===== config.mk =====
export PLATFORM = sky130hd
export DESIGN_NAME = regfile_access_master
export DESIGN_NICKNAME = d
export VERILOG_FILES = /design/src/rtl/regfile_access_master.sv
export SDC_FILE = /design/constraint.sdc
export NUM_CORES = 1
export LEC_CHECK = 0
export BUFFER_PORTS_ARGS = -buffer_cell sky130_fd_sc_hd__buf_2
export CORE_AREA = 5 5 104 179
export CTS_CLUSTER_SIZE = 28
export DETAILED_ROUTE_END_ITERATION = 8
export DIE_AREA = 0 0 109 184
export GPL_TIMING_DRIVEN = 0
export PLACE_DENSITY = 0.64
export SETUP_SLACK_MARGIN = 0.15
export SKIP_CTS_REPAIR_TIMING = 1
export SYNTH_ARGS = -nofsm -noshare
export SYNTH_HDL_FRONTEND = slang
export SYNTH_SLANG_ARGS = --single-unit

===== constraint.sdc =====
create_clock -name clk_i -period 2.9 [get_ports clk_i]
set_input_delay 0.435 -clock clk_i [delete_from_list [all_inputs] [get_ports clk_i]]
set_output_delay 0.435 -clock clk_i [all_outputs]
set_load 0.03 [all_outputs]

===== src/rtl/regfile_access_master.sv =====
// ---------------------------------------------------------------------------
// regfile_access_master
//
// Initiator side of one register file port. It turns a valid/ready request
// stream into single register accesses and returns each result through a
// one-entry response register.
//
// Ops:
//   READ    : return the register value.
//   WRITE   : write the request data and return the old value.
//   RMW_ADD : read, add the request data (wrapping), write back, and return
//             the old value.
//
// Ports:
//   clk_i, reset_i          clock and synchronous active-high reset
//   req_valid_i/ready_o     request handshake
//   req_op_i                00 READ, 01 WRITE, 10 RMW_ADD, 11 reserved
//   req_addr_i              binary register index
//   req_data_i              write data or addend
//   rsp_valid_o/ready_i     response handshake
//   rsp_data_o              register value before the access
//   rsp_error_o             address out of range or reserved op
//   rf_register_select_o    one-hot register select to the register file
//   rf_write_select_o       write strobe to the register file
//   rf_data_o               write data to the register file
//   rf_data_i               combinational read data from the register file
//
// Every output comes straight from a flop. There is no input-to-output path.
// ---------------------------------------------------------------------------
module regfile_access_master #(
   parameter int DATA_WIDTH    = 32,
   parameter int NUM_REGISTERS = 4,
   parameter int ADDR_WIDTH    = 2
) (
   input  logic                     clk_i,
   input  logic                     reset_i,
   input  logic                     req_valid_i,
   output logic                     req_ready_o,
   input  logic [1:0]               req_op_i,
   input  logic [ADDR_WIDTH-1:0]    req_addr_i,
   input  logic [DATA_WIDTH-1:0]    req_data_i,
   output logic                     rsp_valid_o,
   input  logic                     rsp_ready_i,
   output logic [DATA_WIDTH-1:0]    rsp_data_o,
   output logic                     rsp_error_o,
   output logic [NUM_REGISTERS-1:0] rf_register_select_o,
   output logic                     rf_write_select_o,
   output logic [DATA_WIDTH-1:0]    rf_data_o,
   input  logic [DATA_WIDTH-1:0]    rf_data_i
);

   typedef enum logic [1:0] {
      OP_READ    = 2'b00,
      OP_WRITE   = 2'b01,
      OP_RMW_ADD = 2'b10,
      OP_RSVD    = 2'b11
   } op_e;

   typedef enum logic [1:0] {
      ST_IDLE,
      ST_ACCESS,
      ST_WB
   } state_e;

   // The register count at address width plus one bit, so an address equal to
   // 2**ADDR_WIDTH could still be compared without wrapping.
   localparam logic [ADDR_WIDTH:0] NUM_REGS_C = NUM_REGISTERS[ADDR_WIDTH:0];

   state_e                   state_q, state_d;
   op_e                      op_q, op_d;
   logic                     err_q, err_d;
   logic [DATA_WIDTH-1:0]    operand_q, operand_d;
   logic [NUM_REGISTERS-1:0] sel_q, sel_d;
   logic                     we_q, we_d;
   logic [DATA_WIDTH-1:0]    wdata_q, wdata_d;
   logic                     rsp_valid_q, rsp_valid_d;
   logic [DATA_WIDTH-1:0]    rsp_data_q, rsp_data_d;
   logic                     rsp_error_q, rsp_error_d;
   logic                     req_ready_q, req_ready_d;

   logic                     accept;
   logic                     req_err;
   logic [NUM_REGISTERS-1:0] req_onehot;

   assign accept  = req_valid_i && req_ready_q;
   assign req_err = ({1'b0, req_addr_i} >= NUM_REGS_C) || (req_op_i == OP_RSVD);

   always_comb begin
      req_onehot = '0;
      for (int i = 0; i < NUM_REGISTERS; i++) begin
         req_onehot[i] = (req_addr_i == ADDR_WIDTH'(i));
      end
   end

   // ---------------------------------------------------------------------
   // State register. All of the block's flops live here.
   // ---------------------------------------------------------------------
   // NOTE: the reset is synchronous, so it is tested inside the clocked
   // block and is not in the sensitivity list. Non-blocking assignments
   // make every flop capture values from before the edge.
   always_ff @(posedge clk_i) begin
      if (reset_i) begin
         state_q     <= ST_IDLE;
         op_q        <= OP_READ;
         err_q       <= 1'b0;
         operand_q   <= '0;
         sel_q       <= '0;
         we_q        <= 1'b0;
         wdata_q     <= '0;
         rsp_valid_q <= 1'b0;
         rsp_data_q  <= '0;
         rsp_error_q <= 1'b0;
         req_ready_q <= 1'b0;
      end else begin
         state_q     <= state_d;
         op_q        <= op_d;
         err_q       <= err_d;
         operand_q   <= operand_d;
         sel_q       <= sel_d;
         we_q        <= we_d;
         wdata_q     <= wdata_d;
         rsp_valid_q <= rsp_valid_d;
         rsp_data_q  <= rsp_data_d;
         rsp_error_q <= rsp_error_d;
         req_ready_q <= req_ready_d;
      end
   end

   // ---------------------------------------------------------------------
   // Next-state logic
   // ---------------------------------------------------------------------
   // NOTE: every signal assigned in a combinational block gets a default
   // first, so no path leaves it unassigned and no latch is inferred.
   always_comb begin
      state_d = state_q;
      unique case (state_q)
         ST_IDLE:   if (accept) state_d = ST_ACCESS;
         // Only a legal RMW_ADD needs the extra writeback cycle.
         ST_ACCESS: state_d = (op_q == OP_RMW_ADD && !err_q) ? ST_WB : ST_IDLE;
         ST_WB:     state_d = ST_IDLE;
         default:   state_d = ST_IDLE;
      endcase
   end

   // ---------------------------------------------------------------------
   // Output and datapath next values
   // ---------------------------------------------------------------------
   always_comb begin
      op_d        = op_q;
      err_d       = err_q;
      operand_d   = operand_q;
      sel_d       = sel_q;
      we_d        = we_q;
      wdata_d     = wdata_q;
      rsp_valid_d = rsp_valid_q;
      rsp_data_d  = rsp_data_q;
      rsp_error_d = rsp_error_q;

      if (rsp_valid_q && rsp_ready_i) rsp_valid_d = 1'b0;

      unique case (state_q)
         ST_IDLE: begin
            sel_d = '0;
            we_d  = 1'b0;
            if (accept) begin
               op_d      = op_e'(req_op_i);
               err_d     = req_err;
               operand_d = req_data_i;
               // An illegal access never touches the register file.
               if (!req_err) begin
                  sel_d = req_onehot;
                  if (req_op_i == OP_WRITE) begin
                     we_d    = 1'b1;
                     wdata_d = req_data_i;
                  end
               end
            end
         end

         ST_ACCESS: begin
            // rf_data_i holds the pre-access value here. A WRITE commits on
            // the same edge that captures it.
            rsp_data_d = err_q ? '0 : rf_data_i;
            if (op_q == OP_RMW_ADD && !err_q) begin
               // Keep the select and strobe the sum during writeback.
               wdata_d = rf_data_i + operand_q;
               we_d    = 1'b1;
            end else begin
               rsp_valid_d = 1'b1;
               rsp_error_d = err_q;
               sel_d       = '0;
               we_d        = 1'b0;
            end
         end

         ST_WB: begin
            rsp_valid_d = 1'b1;
            rsp_error_d = 1'b0;
            sel_d       = '0;
            we_d        = 1'b0;
         end

         default: ;
      endcase

      // Ready is registered. It reflects the state and response occupancy
      // that will hold after this edge.
      req_ready_d = (state_d == ST_IDLE) && !rsp_valid_d;
   end

   assign req_ready_o          = req_ready_q;
   assign rsp_valid_o          = rsp_valid_q;
   assign rsp_data_o           = rsp_data_q;
   assign rsp_error_o          = rsp_error_q;
   assign rf_register_select_o = sel_q;
   assign rf_write_select_o    = we_q;
   assign rf_data_o            = wdata_q;

endmodule

Yosys cells after proc, flatten, opt, wreduce, memory -nomap -nowiden:

Cells that the tools add are included.

* flip-flop bits (word level): 109
* input bits: 72
* output and inout port bits: 72
* word-level logic and storage cells: 64

* $add $sub $neg: 1
* equality and inequality tests: 13
* multiplexer cells: 23
* reductions and logical operators: 16

Operators by type and width (count)
* $mux W32: 5
* $pmux W32 S2: 1
* $add A32 B32 Y32: 1
* $mux W4: 3
* $pmux W4 S3: 1
* $eq A2 B2 Y1 const B: 5
* $ne A2 B2 Y1 const B: 5
* $mux W1: 7
* $eq A2 B1 Y1 const B: 3
* $logic_not A2 Y1: 3
* $reduce_and A2 Y1: 3
* $reduce_and A5 Y1: 1
* $logic_and A1 B1 Y1: 4
* $mux W2: 2
* $pmux W1 S2: 2
* $pmux W2 S2: 1
* $reduce_bool A2 Y1: 2
* $pmux W1 S3: 1
* $reduce_bool A3 Y1: 1
* $logic_not A1 Y1: 2

Depth between registers and ports, before layout:

Gate-level depths: netlist of run 1.

* depth in word-level cells: 6
* depth in mapped cells: 10
* depth with buffers taken out: 10

Worst setup path before layout of run 1:

No wires, ideal clock.

* path kind: input port to flip-flop
* start point: in rf_data_i[0]
* end point: reg wdata_q[24], in the netlist rf_data_o[24]
* library setup time: 70 ps
* data arrival time: 2841 ps
* required time: 2830 ps
* slack: -11 ps
* stages: 10
* path buffers: 0
* path through: ha_1 > fa_1 > a211oi_2 > o21bai_1 > o2111a_2 > o311a_1 > or2_4 > a31oi_1 > mux2_1 > a21oi_1

* cells in the longest elaborated chain, start to end: 3

RTL lines
* from (decl): line 49 `input logic [DATA_WIDTH-1:0] rf_data_i`
* $add A32 B32 Y32: line 186 `wdata_d = rf_data_i + operand_q;`
* $mux W32: line 184 `if (op_q == OP_RMW_ADD && !err_q) begin`
* $pmux W32 S2: line 161 `unique case (state_q)`
* to (signal assigned): line 121 `wdata_q <= wdata_d;`
* to (decl): line 75 `logic [DATA_WIDTH-1:0] wdata_q, wdata_d;`

No other way between the ends. The select of a mux whose other input is x is not followed.
A chain may end at the register's enable or synchronous reset.

Final worst setup path of run 1:

* start point: reg operand_q[0]
* end point: reg wdata_q[30], in the netlist rf_data_o[30]

* cells in the longest elaborated chain, start to end: 3

RTL lines
* from (decl): line 72 `logic [DATA_WIDTH-1:0] operand_q, operand_d;`
* from (signal assigned): line 118 `operand_q <= operand_d;`
* $add A32 B32 Y32: line 186
* $mux W32: line 184
* $pmux W32 S2: line 161

No other way between the ends. The select of a mux whose other input is x is not followed.

==> impl_metrics.yaml, run 1 <==
outcome:
  status: "finished, final reports clean"
die:
  pin_count: 144
  die_area_mm2: 0.0201
  die_w_um: 109
  core_mm2: 0.0169
  rows: 63
  start_util: 0.343
  die_h_um: 184
timing:
  finalCritPeriodShare: 0.952
  final.setup.worst_slack_ns: 0.139
  slew_viol_final: 0
  fin_crit_ns: 2.76
  rsz0062_at_grt: "yes"
  max_slew.worst_pin.slew_ns: 0.742
  skew_ns: 0.00599
  finalSetupTns_ns: 0
  setup_viol: 0
  fmax_mhz: 362
  slew_headroom: 0.505
  hold_violations: 0
placement:
  place_ws_ns: -0.196
  io_buffer_count: 142
  dpl.cell_count: 1102
  routabilityCongestion: 0.930
  hpwl_um: 16100
synth:
  postSynthCellCount: 733
  synth_top_cells_by_area: "dfxtp_1 (38%), a21oi_1 (9.0%), ha_1 (7.5%), nand2_1 (7.3%), a22oi_1 (4.4%)"
  synth_edf_count: 0
  syn_avg_cell_area_um2: 7.93
  ys_types: 61
  synthesis.nets: 841
  synth_seq_cells: 109
  ys_warn_count: 0
  yosysTopAreaCell: "dfxtp_1"
  yosysTopAreaCellShare: 0.375
  synth-main-ff-cell: "dfxtp_1"
  ys_seq_area_frac: 0.375
  syn_area_mm2: 0.00581
  async_flop_share: 0
drt:
  via_count: 6025
  vias_per_cell: 5.38
  ant_nets: 0
  first_iter_violations: 267
  drc_errors: 0
  dr.pass1.iters: 5
  routedWlPerCell_um: 18.4
  wl_um: 20600
critical_path:
  reg2reg_setup_slack_ns: 0.14
  worstPathRequired_ns: 3.15
  arrival_ns: 3.01
  endpoint_kind: "register"
  start_kind: "register"
  r2r-end: "rf_data_o[30]$_SDFFE_PP0P_"
  path_class: "reg -> reg"
  crit-reg2reg-launch: "operand_q[0]$_SDFFE_PP0P_"
  ff2ff_path_depth: 10
  path_max_fanout: 4
clocking:
  clkSinkCount: 109
  cts_max_path_buffers: 2
  cts-root-buf: "clkbuf_16"
  ctsHtreeMaxLevel: 3
  clock_latency_ns: 0.36
  cts_tree: "done"
  cts_buffers: 9
  clk_pin_slew_ns: 0.08
power_and_ir_drop:
  power.leakage_nw: 3.10
  power.density_mw_per_mm2: 535
  ir_drop_mv: 0.280
grt:
  grtUsageTotal: 0.202
  antenna_found_initial: 0
  grt_max_degree: 20
  grt_pass1_vias: 5888
  grt-ovfl-total: 0
  grt_pass1_wl_um: 31200
finish:
  layout_common_cells: "buf_2 (142), nand2_1 (113), dfxtp_1 (108), a21oi_1 (102), nor2_1 (67)"
  fill_cells: 1768
  multi_input_area_mm2: 0.00346
  syn2layout_area_growth_pct: 23.6
  drive_gt1_frac: 0.205
  seqCellArea_mm2: 0.00218
  finalNonFillerCells: 1119
  layout.nets: 995
  layout_commonest_cell: "buf_2"
  diodes: 0
hold_path:
  hold_class: "in -> reg"
  hold_path.startpoint: "req_data_i[0]"
  min_path_cells: 3
  min_to: "operand_q[0]$_SDFFE_PP0P_"
run:
  cap_violations: 0
-- stage by stage --
stage / util / hold WS, ns / area, µm² / total power, W
finish: 0.424 / 0.321 / 7190 / 0.00385
CTS: 0.420 / 0.319 / 7120 / 0.00385
global route: 0.424 / 0.326 / 7190 / 0.00402
floorplan: - / 0.436 / 5820 / 0.00224
detailed placement: 0.402 / 0.453 / 6810 / 0.00255
global placement: 0.402 / 0.446 / 6810 / 0.00254
-- worst max path at each step --
stage | startpoint | end
3_3_place_gp | rf_data_i[0] | rf_data_o[24]$_SDFFE_PP0P_
2_1_floorplan | rf_data_i[0] | rf_data_o[24]$_SDFFE_PP0P_
4_1_cts | state_q[1]$_SDFF_PP0_ | rf_data_o[20]$_SDFFE_PP0P_
6_report | operand_q[0]$_SDFFE_PP0P_ | rf_data_o[30]$_SDFFE_PP0P_
3_5_place_dp | rf_data_i[0] | rf_data_o[24]$_SDFFE_PP0P_
5_1_grt | operand_q[0]$_SDFFE_PP0P_ | rf_data_o[30]$_SDFFE_PP0P_
-- per-layer routing --
layer | up-vias | track usage | share of wire
met5 | - | 0 | 0
met4 | 0 | 0.0910 | 0.036
met3 | 54 | 0.0274 | 0.057
met2 | 226 | 0.373 | 0.53
met1 | 2820 | 0.223 | 0.38
li1 | 2925 | - | -
-- flip-flops by register name, summed over array words and instances, names as in the netlist --
signal / flops
operand_q: 32
rf_data_o: 32
rsp_data_o: 32
rf_register_select_o: 4
op_q: 2
state_q: 2
err_q: 1
req_ready_o: 1
rf_write_select_o: 1
rsp_error_o: 1
rsp_valid_o: 1
-- where the power goes --
group / internal (W) / switching (W) / leakage (nW)
sequential: 0.00158 / 0.0000470 / 0.886
clock: 0.000685 / 0.000628 / 0.148
combinational: 0.000303 / 0.000603 / 2.07
total: 0.00257 / 0.00128 / 3.10
-- final cells by class --
type                       count  share of cell area
multi-input combinational    564               0.482
tap                          227              0.0395
clock inverter                 7              0.0117
clock buffer                   9              0.0313
timing repair buffer         143              0.0999
buffer                        47              0.0251
inverter                      13             0.00679
sequential                   109               0.304
-- worst max-delay path: stages (launching register included) --
cell      delay, ns
dfxtp_2        0.34
ha_4           0.16
fa_2           0.37
a211oi_2       0.27
o21bai_1       0.10
o2111a_2       0.29
o311a_4        0.33
or2_4          0.27
a31oi_1        0.23
xor2_1         0.19
o21ai_1        0.09
-- logic make-up after synthesis --
| logic type | after synthesis | synth area share |
|---|---|---|
| simple gates | 249 | 0.188 |
| compound gates | 244 | 0.262 |
| flops | 109 | 0.375 |
| buf+inv | 60 | 0.0388 |
| fa+ha+maj | 36 | 0.0788 |
| xor+xnor | 21 | 0.0316 |
| mux | 14 | 0.0248 |
-- synthesized netlist by cell type (4+ instances only) --
cell,n
and4_1,5
o21bai_1,4
nand2_1,113
a211oi_1,10
inv_1,12
or3_1,5
dfxtp_1,109
a31oi_1,8
nor2_1,67
a21oi_1,104
o21ai_1,4
a22oi_1,34
o21ai_0,34
clkbuf_1,45
ha_1,35
nand2b_1,4
and3_1,8
xor2_1,10
nand4_1,5
mux2i_1,11
nand3_1,12
a21o_1,9
o21a_1,5
nor3_1,17
xnor2_1,11
No activity file was read; power rests on OpenSTA's default activity.
==> run 2, diff against run 1 <==
Settings changed: ABC_AREA from default to 1, CORE_AREA 5 5 104 179 to 5 5 111 191, DIE_AREA 0 0 109 184 to 0 0 116 196, PLACE_DENSITY 0.64 to 0.62.
==> run 2 against run 1 <==
Global-route usage grew 0.095 points. Area after synthesis grew 14%. Core utilization shrank 1.7 points. Total power grew 14%. First-iteration DRC count grew 22%. Clock skew grew 0.0087 ns. Sequential power grew 4%. Setup slack gained 0.37 ns. Hold slack lost 0.035 ns. Largest power group unchanged.
==> impl_metrics.yaml, run 2 <==
synth:
  syn_avg_cell_area_um2: 6.30
  synthesis.nets: 1162
  synth_edf_count: 0
  synth_seq_cells: 109
  synth_top_cells_by_area: "dfxtp_1 (33%), nand2_1 (18%), nor2_1 (8.0%), a21oi_1 (7.5%), inv_1 (7.1%)"
  ys_seq_area_frac: 0.329
  syn_area_mm2: 0.00664
  synth-main-ff-cell: "dfxtp_1"
  async_flop_share: 0
  yosysTopAreaCell: "dfxtp_1"
  ys_types: 36
  postSynthCellCount: 1054
  yosys-top-cells-count: "nand2_1 (322), nor2_1 (141), inv_1 (126), dfxtp_1 (109), a21oi_1 (99)"
  yosysTopAreaCellShare: 0.329
  yosysMostFrequentCell: "nand2_1"
  ys_warn_count: 0
clocking:
  cts_max_path_buffers: 2
  cts_buffers: 9
  clkSinkCount: 109
  clock_latency_ns: 0.38
  ctsHtreeMaxLevel: 3
  cts-root-buf: "clkbuf_16"
  clk_pin_slew_ns: 0.08
  cts_tree: "done"
power_and_ir_drop:
  power.leakage_nw: 4.20
  combPwrFrac: 0.310
  switchingPower_w: 0.00162
  power.density_mw_per_mm2: 548
  p_total_w: 0.00437
  pwr-share-clk: 0.301
  sequentialPowerShare: 0.389
  sw_frac_of_total: 0.371
  ir_drop_mv: 0.322
  intPower_w: 0.00275
die:
  die_w_um: 116
  start_util: 0.339
  core_mm2: 0.0196
  die_area_mm2: 0.0227
  die_h_um: 196
  rows: 68
  pin_count: 144
critical_path:
  ff2ff_path_depth: 8
  r2r-end: "operand_q[19]$_SDFFE_PP0P_"
  path_buf_inv: 4
  endpoint_kind: "register"
  crit_path_start: "state_q[0]$_SDFF_PP0_"
  slowest_stage: "nor2_2"
  crit-reg2reg-launch: "state_q[0]$_SDFF_PP0_"
  reg2reg_setup_slack_ns: 0.51
  path_max_fanout: 10
  critPathTopFamily: "buffers and inverters"
  cp_cell_sequence: "inv_1 > ha_1 > inv_1 > nor2_2 > clkinv_1 > clkbuf_1 > nor2_1 > nor2_1"
  start_kind: "register"
  worstPathRequired_ns: 3.17
  max_stage_delay_ns: 0.48
  arrival_ns: 2.66
  path_class: "reg -> reg"
grt:
  grt_pass1_wl_um: 35000
  globalRouteMet2Util: 0.397
  antenna_found_initial: 3
  grtUsageTotal: 0.203
  grt-ovfl-total: 0
  grt_use_met3: 0.0324
  grt_pass1_vias: 6796
  met1_usage: 0.192
  grt_max_degree: 19
  grt-busiest-layer: "met2"
drt:
  drc_errors: 0
  routedWlPerCell_um: 15.7
  ant_nets: 0
  wl_um: 22900
  via_count: 7007
  vias_per_cell: 4.80
  dr.pass1.iters: 5
  first_iter_violations: 325
finish:
  layout.nets: 1315
  layout_common_cells: "nand2_1 (322), buf_2 (154), nor2_1 (141), inv_1 (126), dfxtp_1 (109)"
  layout_commonest_cell: "nand2_1"
  drive_gt1_frac: 0.181
  syn2layout_area_growth_pct: 20.1
  seqCellArea_mm2: 0.00218
  multi_input_area_mm2: 0.00379
  fill_cells: 2162
timing:
  setup_viol: 0
  fin_crit_ns: 2.39
  skew_ns: 0.0147
  max_slew.worst_pin.slew_ns: 0.907
  slew_headroom: 0.393
  slew_viol_final: 0
  finalSetupTns_ns: 0
  finalCritPeriodShare: 0.825
  fmax_mhz: 418
  rsz0062_at_grt: "no"
  hold_violations: 0
placement:
  io_buffer_count: 142
  routabilityCongestion: 0.932
  hpwl_um: 18900
run:
  cap_violations: 0
outcome:
  status: "finished, final reports clean"
hold_path:
  min_path_cells: 2
  min_to: "rf_data_o[19]$_SDFFE_PP0P_"
  hold_path.startpoint: "reset_i"
  hold_class: "in -> reg"
run 2: cell types whose count changed in the layout (fill, tap and decap cells not counted), moves of 12 or more:
cell,change
inv_1,+114
clkbuf_1,-21
a22oi_1,-34
nand2_1,+209
nand2_2,+20
o21ai_0,+22
nand3_1,+28
buf_2,+12
nor2_1,+74
run 2: power groups by stage:
stage / logic (W) / clock network (W) / registers (W)
finish: 0.00135 / 0.00132 / 0.00170
global route: 0.00151 / 0.00141 / 0.00171
CTS: 0.00136 / 0.00135 / 0.00170
detailed placement: 0.00136 / 0 / 0.00173
global placement: 0.00135 / 0 / 0.00173
floorplan: 0.000773 / 0 / 0.00188
run 2: worst max-delay path by stage:
stage	slack, ns	endpoint	cells past startpoint
after CTS	0.50	rsp_data_o[30]$_SDFFE_PP0P_	8
after global placement	0.37	rf_data_o[24]$_SDFFE_PP0P_	13
after floorplan	0.96	rf_data_o[24]$_SDFFE_PP0P_	12
after detailed placement	0.36	rf_data_o[24]$_SDFFE_PP0P_	13
final	0.51	operand_q[19]$_SDFFE_PP0P_	8
after global routing	0.34	operand_q[19]$_SDFFE_PP0P_	8
run 2: layer usage:
metal / vias to the layer above / wire [µm] / part of all wire
met5: - / 0 / 0
met4: 0 / 1020 / 0.045
met3: 53 / 1040 / 0.045
met2: 181 / 12900 / 0.56
met1: 3158 / 7950 / 0.35
li1: 3615 / - / -
run 2: area by class of cell:
cell class	instances	share of cell area
multi-input cells	775	0.475
flip-flops and latches	109	0.274
repair buffers	142	0.0892
inverters	133	0.0627
well taps	245	0.0385
clock buffers	10	0.0300
plain buffers	37	0.0212
clock inverters	5	0.00848
diodes	3	0.000942
run 2: logic make-up after synthesis:
family	Yosys count	share of synthesized area
adders and majority gates	36	0.0690
buffers and inverters	170	0.101
and+or+nand+nor	547	0.341
AOI/OAI and AO/OA	176	0.140
xor gates and xnor gates	16	0.0211
DFF	109	0.329
run 2: per-stage QoR:
| stage | cell area (µm²) | util | hold slack, ns | setup WS (ns) | cells |
|---|---|---|---|---|---|
| detailed placement | 7650 | 0.391 | 0.436 | 0.358 | 1441 |
| floorplan | 6640 | - | 0.430 | 0.957 | 1054 |
| finish | 7970 | 0.407 | 0.286 | 0.506 | 1459 |
| global placement | 7650 | 0.391 | 0.432 | 0.369 | 1441 |
| CTS | 7960 | 0.407 | 0.279 | 0.498 | 1456 |
| global route | 7970 | 0.407 | 0.286 | 0.343 | 1459 |
